`src/rtl/stove_pkg.sv`:
```
// ---------------------------------------------------------------------------
// stove_pkg : shared stove controller types and constants
// Rev 1.0   : initial release
// ---------------------------------------------------------------------------
`default_nettype none

package stove_pkg;

  localparam int COOK_UNITS_W = 8;

  typedef enum logic [1:0] {
    IDLE   = 2'd0,
    RUN    = 2'd1,
    PAUSED = 2'd2,
    ALARM  = 2'd3
  } cook_state_t;

endpackage

`default_nettype wire

```
`src/rtl/cook_countdown.sv`:
```
// ---------------------------------------------------------------------------
// cook_countdown : cook duration counter driven by the 10 s timebase ticks
// Rev 1.0        : initial release
// ---------------------------------------------------------------------------
`default_nettype none

module cook_countdown
  import stove_pkg::*;
#(
  parameter int UNITS_W = COOK_UNITS_W
) (
  input  logic               clk,
  input  logic               async_reset,
  input  logic               start,
  input  logic               pause,
  input  logic               cancel,
  input  logic               ack,
  input  logic               add_unit,
  input  logic [UNITS_W-1:0] duration,
  input  logic               tick,
  output logic               timer_enabled,
  output logic [UNITS_W-1:0] remaining,
  output logic               running,
  output logic               paused,
  output logic               done,
  output logic               alarm
);

  localparam logic [UNITS_W-1:0] c_one = UNITS_W'(1);
  localparam logic [UNITS_W-1:0] c_max = '1;

  cook_state_t        r_state;
  cook_state_t        w_state_nxt;
  logic [UNITS_W-1:0] r_remaining;
  logic [UNITS_W-1:0] w_rem_nxt;
  logic [UNITS_W-1:0] w_rem_inc;
  logic               r_done;
  logic               w_done_nxt;
  logic               w_dur_nz;

  assign w_rem_inc = (r_remaining == c_max) ? r_remaining : r_remaining + c_one;
  assign w_dur_nz  = (duration != '0);

  always_ff @(posedge clk or posedge async_reset) begin
    if (async_reset) begin
      r_state     <= IDLE;
      r_remaining <= '0;
      r_done      <= 1'b0;
    end else begin
      r_state     <= w_state_nxt;
      r_remaining <= w_rem_nxt;
      r_done      <= w_done_nxt;
    end
  end

  always_comb begin
    w_state_nxt = r_state;
    w_rem_nxt   = r_remaining;
    w_done_nxt  = 1'b0;
    if (cancel) begin
      w_state_nxt = IDLE;
      w_rem_nxt   = '0;
    end else begin
      case (r_state)
        IDLE: begin
          if (start && w_dur_nz) begin
            w_state_nxt = RUN;
            w_rem_nxt   = duration;
          end
        end
        RUN: begin
          // A simultaneous add_unit cancels the tick's decrement outright.
          if (tick && !add_unit && (r_remaining <= c_one)) begin
            w_state_nxt = ALARM;
            w_rem_nxt   = '0;
            w_done_nxt  = 1'b1;
          end else begin
            if (tick && !add_unit) begin
              w_rem_nxt = r_remaining - c_one;
            end else if (!tick && add_unit) begin
              w_rem_nxt = w_rem_inc;
            end
            if (pause) begin
              w_state_nxt = PAUSED;
            end
          end
        end
        PAUSED: begin
          if (add_unit) begin
            w_rem_nxt = w_rem_inc;
          end
          if (start) begin
            w_state_nxt = RUN;
          end
        end
        ALARM: begin
          if (start && w_dur_nz) begin
            w_state_nxt = RUN;
            w_rem_nxt   = duration;
          end else if (ack) begin
            w_state_nxt = IDLE;
          end
        end
        default: begin
          w_state_nxt = IDLE;
          w_rem_nxt   = '0;
        end
      endcase
    end
  end

  assign timer_enabled = (r_state == RUN);
  assign running       = (r_state == RUN);
  assign paused        = (r_state == PAUSED);
  assign alarm         = (r_state == ALARM);
  assign remaining     = r_remaining;
  assign done          = r_done;

endmodule

`default_nettype wire

```
`config.mk`:
```
export PLATFORM = sky130hd
export DESIGN_NAME = cook_countdown
export DESIGN_NICKNAME = d
export VERILOG_FILES = /design/src/rtl/stove_pkg.sv /design/src/rtl/cook_countdown.sv
export SDC_FILE = /design/constraint.sdc
export NUM_CORES = 1
export LEC_CHECK = 0
export BUFFER_PORTS_ARGS = -buffer_cell sky130_fd_sc_hd__clkbuf_2
export CORE_UTILIZATION = 27
export DETAILED_ROUTE_END_ITERATION = 8
export GPL_TIMING_DRIVEN = 0
export SLEW_MARGIN = 20
export SYNTH_ARGS = -nofsm -noshare
export SYNTH_HDL_FRONTEND = slang
export SYNTH_SLANG_ARGS = --single-unit
```
`constraint.sdc`:
```
create_clock -name clk -period 2.83 [get_ports clk]
set_clock_uncertainty 0.15 [all_clocks]
set_input_delay 0.566 -clock clk [delete_from_list [all_inputs] [get_ports clk]]
set_output_delay 0.566 -clock clk [all_outputs]
set_load 0.02 [all_outputs]
```
==> out/qor.csv, run 1 <==
stage,metric,value,unit
floorplan,die width,71.4,um
sta,minimum clock period,2.49,ns
floorplan,I/O pin cnt,29,
floorplan,initial core utilization,29.0,%
clock_network,Post CTS Setup Buffer Count,0,
floorplan,# rows,24,
grt,GR Overflow Total,0,
pwr,P per Cell Area,841,nW/um^2
synth,adder-cell area share of the yosys netlist,7.71,%
clock_network,Post-CTS Hold Fix Bufs,0,
critical_path,critical path startpoint category,register,
floorplan,full die area,5090,um^2
grt,initial antenna violation count,0,
synth,mux contribution to synthesized area,4.62,%
critical_path,Crit. End Element,register,
synth,Yosys reg bits,11,
layout,Filler Cell Count,467,
route,DRC viols,2,
clock_network,CTS tree,done,
sta,unrepaired setup endpoints after global routing,no,
sta,Slew headroom,54.0,%
placed_design,Post-DP HPWL,3.07,mm
sta,Highest Clock Rate,402,MHz
job,max cap viols,0,
synth,compound-gate portion of the synthesized area,30.8,%
synth,simple-gate share of the synthesized area,27.4,%
synth,"area leader, netlist",dfrtp_1,
sta,final hold vios,0,
layout,fin nets,222,
clock_network,TritonCTS Buffers,3,
route,Post-DRT Antenna Nets,0,
clock_network,CTS resizes,0,
clock_network,clk_lat worst skew,0.25,ns
status,status,"complete, but fails checks",
grt,first-pass GRT wire length,6.76,mm
critical_path,Worst EP arrival,2.49,ns
synth,number of enable flip-flop cells after synthesis,0,
synth,post-synthesis cell count,166,
route,DR vias,1414,
floorplan,Die Span Y,71.4,um
grt,largest net degree at the start of global routing,12,
sta,Max Transition Viols Final,0,
placed_design,Port Buf Inserts,27,
synth,Mean Syn Cell Area,7.82,um^2
grt,vias in the first global route,1357,
layout,Finished Layout Cells,249,
synth,Netlist Area Pre-Place,1300,um^2
synth,Post-synth top cells,"nor2_1, inv_1, dfrtp_1, o21ai_0, nand3_1",
layout,Post-Layout Inst Area,1550,um^2
clock_network,CTS sink count,11,
floorplan,core area,4470,um^2
sta,Final TNS setup,0,ns
synth,"Seq/Total Area, Yosys",21.2,%
route,DRT Wirelength,4.01,mm
placed_design,placed cells,245,
layout,Layout area overhead,19.0,%
layout,Diodes inserted,0,
critical_path,crit-path max FO,10,
pwr,"IR drop worst, VDD",0.343,mV
synth,Post-Synth XOR/XNOR Area,0.674,%
status,failing checks,DRC,
critical_path,kind of critical path,register to register,
synth,async set-reset flop share out of synthesis,100,%
route,routed length per instance,16.1,um
placed_design,final RePlAce weighted congestion,0.942,
clock_network,"Reg clk slew, reported paths",0.06,ns
synth,main combinational cell family by area after synthesis,compound AO/OA/AOI/OAI gates,
synth,Syn. warnings,0,
layout,share of layout cells above drive strength 1,23.4,%
sta,setup violators final,0,
sta,Least-Margin Pin Slew,0.688,ns
route,DR iter-0 viols,128,
synth,"Top FF cell, synth",dfrtp_1,
route,drt via density,5.68,
synth,"Net Count, Synth",190,
synth,post-synth top area share,21.2,%
critical_path,critical path required time,2.83,ns
clock_network,clk root buf,clkbuf_8,
route,drt first pass iters,6,
hold_path,worst hold path type,input pin to async pin,
synth,"count leader, synth",nor2_1,
placed_design,Placed Area,1500,um^2
sta,Final Cycle Share,87.8,%
clock_network,Max clock buf depth,2,
clock_network,H-tree depth,1,
grt,Tot GR Track Use,16.8,%
pwr,Lkg Pwr,0.652,nW
synth,count of cell types in the netlist,49,
synth,top post-synthesis cells by area,"dfrtp_1, ha_1, mux2i_1, o21ai_0, nor2_1",
==> critical path, stage by stage, from the launching register on <==
cell      delay [ns]
dfrtp_1         0.41
inv_1           0.10
ha_1            0.24
buf_2           0.21
and3_1          0.22
a211o_1         0.35
or3_4           0.45
o311ai_2        0.26
==> layout make-up <==
class                      instances  area [um^2]  area share [%]
multi-input combinational        133          925            59.8
sequential                        11          275            17.8
timing repair buffer              27          135            8.74
tap                               52         65.1            4.21
buffer                            10         53.8            3.48
inverter                          12         45.0            2.91
clock buffer                       3         41.3            2.67
clock inverter                     1         5.00           0.324
==> per-layer routing <==
layer  wire [um]  track usage (%)  part of all wire (%)  vias up
met4         108             9.11                   2.7        0
met5           0                0                     0        -
met2        1790             25.4                    45       52
li1            -                -                     -      690
met3         257             2.39                   6.4       12
met1        1860             23.2                    46      660
==> where the power goes <==
| group | switching (mW) | internal, mW |
|---|---|---|
| Sequential | 0.0707 | 0.203 |
| Clock | 0.0725 | 0.0976 |
| Combinational | 0.525 | 0.331 |
==> layout by cell type (no fill, tap or decap), types with 2 or more instances in the layout <==
| cell type | synthesis | routed |
|---|---|---|
| o21ai_0 | 11 | 11 |
| or2_2 | 2 | 2 |
| a211oi_1 | 2 | 2 |
| or4_1 | 2 | 2 |
| dfrtp_1 | 11 | 11 |
| nor3_1 | 3 | 3 |
| nand3_1 | 10 | 10 |
| nor2b_1 | 3 | 3 |
| a31oi_1 | 5 | 5 |
| clkbuf_2 | 0 | 27 |
| a211o_1 | 3 | 3 |
| and3_1 | 4 | 4 |
| nand3b_1 | 2 | 2 |
| nand4_1 | 3 | 3 |
| a21oi_1 | 6 | 6 |
| o211ai_1 | 7 | 7 |
| clkbuf_8 | 0 | 3 |
| nor2_1 | 14 | 14 |
| nor4_1 | 2 | 2 |
| mux2i_1 | 6 | 6 |
| inv_1 | 12 | 12 |
| buf_2 | 4 | 4 |
| o22ai_1 | 2 | 2 |
| or3_1 | 3 | 3 |
| a32oi_1 | 2 | 2 |
| clkbuf_1 | 3 | 3 |
| ha_1 | 8 | 8 |
| o31ai_1 | 3 | 3 |
| nand2_1 | 8 | 8 |
| nand2b_1 | 4 | 4 |
==> worst paths after layout <==
kind | slack, ns | from | cells after the start | endpoint
setup / recovery | 0.34 | r_state[1] | 7 | remaining[0]
max in group asynchronous | 2.08 | async_reset | 2 | remaining[5]
setup reg to reg | 0.34 | r_state[1] | 7 | remaining[0]
hold / removal | 0.14 | async_reset | 2 | r_state[1]
hold reg to reg | 0.49 | r_state[1] | 2 | r_state[1]
min in group clk | 0.43 | duration[6] | 3 | remaining[6]
==> per-stage QoR <==
stage	hold slack, ns	utilization, %	setup WS, ns	power (mW)
final	0.139	34.5	0.344	1.30
after CTS	0.169	34.5	0.346	1.30
after floorplan	0.268	-	0.520	0.902
after detailed placement	0.440	33.5	0.328	1.13
after global placement	0.427	33.5	0.338	1.12
after global routing	0.199	34.5	0.219	1.40
==> logic make-up (layout without fill, tap and decap cells) <==
family,after synthesis,in the layout
flip-flops,11,11
adder cells (fa/ha/maj),8,8
multiplexers,6,6
buffers and inverters,22,53
AO/OA/AOI/OAI,53,53
AND/OR/NAND/NOR,65,65
XOR/XNOR,1,1
==> sequential cells by signal, indices dropped and copies added, names as in the netlist <==
register,flops
done,1
r_state,2
remaining,8
No activity file was read; power rests on OpenSTA's default activity.
==> run 2: changes to the inputs <==
--- a/config.mk
+++ b/config.mk
@@ -6,6 +6,8 @@
 export NUM_CORES = 1
 export LEC_CHECK = 0
 export BUFFER_PORTS_ARGS = -buffer_cell sky130_fd_sc_hd__clkbuf_2
+export CAP_MARGIN = 20
+export CORE_MARGIN = 4
 export CORE_UTILIZATION = 27
 export DETAILED_ROUTE_END_ITERATION = 8
 export GPL_TIMING_DRIVEN = 0
==> constraint.sdc (replaced) <==
create_clock -name clk -period 2 [get_ports clk]
set_clock_uncertainty 0.15 [all_clocks]
set_input_delay 0.4 -clock clk [delete_from_list [all_inputs] [get_ports clk]]
set_output_delay 0.4 -clock clk [all_outputs]
set_load 0.02 [all_outputs]
==> out/qor.csv, run 2 (same netlist as run 1, synthesis figures left out) <==
stage,metric,value,unit
status,status,"complete, but fails checks",
status,failing checks,"hold timing, setup timing",
clock_network,clk_lat worst skew,0.24,ns
floorplan,Die Span Y,77.4,um
clock_network,TritonCTS Buffers,3,
clock_network,"Reg clk slew, reported paths",0.06,ns
layout,Diodes inserted,0,
sta,Slew headroom,66.6,%
hold_path,worst hold path type,input pin to async pin,
sta,Final Cycle Share,104,%
grt,vias in the first global route,1583,
clock_network,CTS sink count,11,
placed_design,final RePlAce weighted congestion,0.924,
floorplan,full die area,5980,um^2
sta,final hold vios,11,
floorplan,initial core utilization,28.8,%
route,Post-DRT Antenna Nets,0,
layout,Layout area overhead,49.7,%
sta,setup violators final,6,
placed_design,Post-DP HPWL,3.23,mm
clock_network,H-tree depth,1,
route,DR iter-0 viols,141,
sta,Highest Clock Rate,479,MHz
critical_path,Critical-path top delay cell,dfrtp_2,
sta,unrepaired setup endpoints after global routing,yes,
route,DR vias,1586,
placed_design,Port Buf Inserts,27,
floorplan,I/O pin cnt,29,
floorplan,core area,4500,um^2
route,drt via density,5.90,
clock_network,CTS tree,done,
floorplan,# rows,24,
critical_path,crit-path max FO,5,
route,drt first pass iters,4,
clock_network,Max clock buf depth,2,
layout,Post-Layout Inst Area,1940,um^2
pwr,total power,2.39,mW
layout,"most common cell after layout, fill and taps aside",clkbuf_2,
pwr,Lkg Pwr,0.785,nW
grt,first-pass GRT wire length,7.87,mm
route,DRT Wirelength,4.72,mm
critical_path,CP Cell Sequence,inv_4 > ha_4 > clkinvlp_4 > a211o_4 > or3_4 > o311ai_2,
critical_path,Crit. End Element,register,
critical_path,kind of critical path,register to register,
critical_path,critical path required time,2.00,ns
floorplan,die width,77.4,um
critical_path,critical path startpoint category,register,
layout,most frequent cells in the layout,"clkbuf_2, buf_4, nor2_1",
sta,Final WS setup,-0.0866,ns
layout,share of layout cells above drive strength 1,47.0,%
route,routed length per instance,17.5,um
layout,max reg flops,8,
critical_path,Worst EP arrival,2.08,ns
critical_path,CP peak stage delay,0.42,ns
placed_design,Placed Area,1530,um^2
layout,fin nets,242,
job,max cap viols,0,
grt,largest net degree at the start of global routing,12,
pwr,"IR drop worst, VDD",0.595,mV
route,DRC viols,0,
clock_network,clk root buf,clkbuf_8,
grt,initial antenna violation count,0,
grt,Tot GR Track Use,16.1,%
layout,Filler Cell Count,437,
clock_network,Post-CTS Hold Fix Bufs,0,
grt,GR Overflow Total,0,
sta,Final TNS setup,-0.273,ns
sta,Least-Margin Pin Slew,0.501,ns
placed_design,setup slack at placement,-0.364,ns
pwr,P per Cell Area,1230,nW/um^2
sta,minimum clock period,2.09,ns
sta,WHS,-0.0211,ns
sta,Max Transition Viols Final,0,
[run 2: cell count changes in the layout (fill, tap and decap cells not counted), sizes merged]
cell / before / now
clkinvlp: 0 / 1
inv: 12 / 11
buf: 7 / 28
clkbuf: 33 / 32
[run 2: metal layers]
layer / GRT usage [%] / share of wire, % / up-vias
li1: - / - / 740
met1: 22.5 / 43 / 749
met2: 25.3 / 47 / 85
met3: 1.62 / 8.2 / 12
met4: 6.58 / 1.9 / 0
met5: 0 / 0 / -
[run 2: final timing paths]
kind / from / to / slack (ns) / cells past startpoint
hold / removal: async_reset / done / -0.02 / 2
hold reg to reg: remaining[6] / done / 0.47 / 2
max in group asynchronous: async_reset / remaining[1] / 1.38 / 2
setup / recovery: r_state[0] / remaining[0] / -0.09 / 6
min in group clk: duration[6] / remaining[6] / 0.26 / 3
setup reg to reg: r_state[0] / remaining[0] / -0.09 / 6
[run 2: power by group]
group / switching, mW / internal (mW)
sequential: 0.0856 / 0.295
clock: 0.0924 / 0.137
combinational: 0.965 / 0.817
total: 1.14 / 1.25
[run 2: timing repair]
item | in CTS | in global routing
setup endpoints to repair | 10 | 10
pin swaps | 17 | 12
gates cloned | 0 | 1
buffers inserted | 19 | 2
gates resized for setup | 22 | 24
[run 2: cell type report]
type / instances / area (um^2) / share of cell area (%)
Buffer: 8 / 58.8 / 3.02
Clock buffer: 3 / 41.3 / 2.12
Clock inverter: 1 / 5.00 / 0.257
Inverter: 12 / 53.8 / 2.77
Multi-Input combinational cell: 133 / 1100 / 56.8
Sequential cell: 11 / 282 / 14.5
Tap cell: 52 / 65.1 / 3.35
Timing Repair Buffer: 49 / 334 / 17.2
[run 2: critical path: cells and delay by family, from the launching register on]
family	cells	cell delay (ns)
AND/OR/NAND/NOR	1	0.38
flip-flops	1	0.42
adder cells (fa/ha/maj)	1	0.29
AO/OA/AOI/OAI	2	0.59
buffers and inverters	2	0.16
[run 2: stage by stage]
stage,utilization (%),hold slack (ns),cells
after floorplan,-,0.102,166
after global placement,33.9,0.263,245
after detailed placement,33.9,0.264,245
after CTS,40.5,0.00237,267
after global routing,43.2,0.0456,269
final,43.2,-0.0211,269
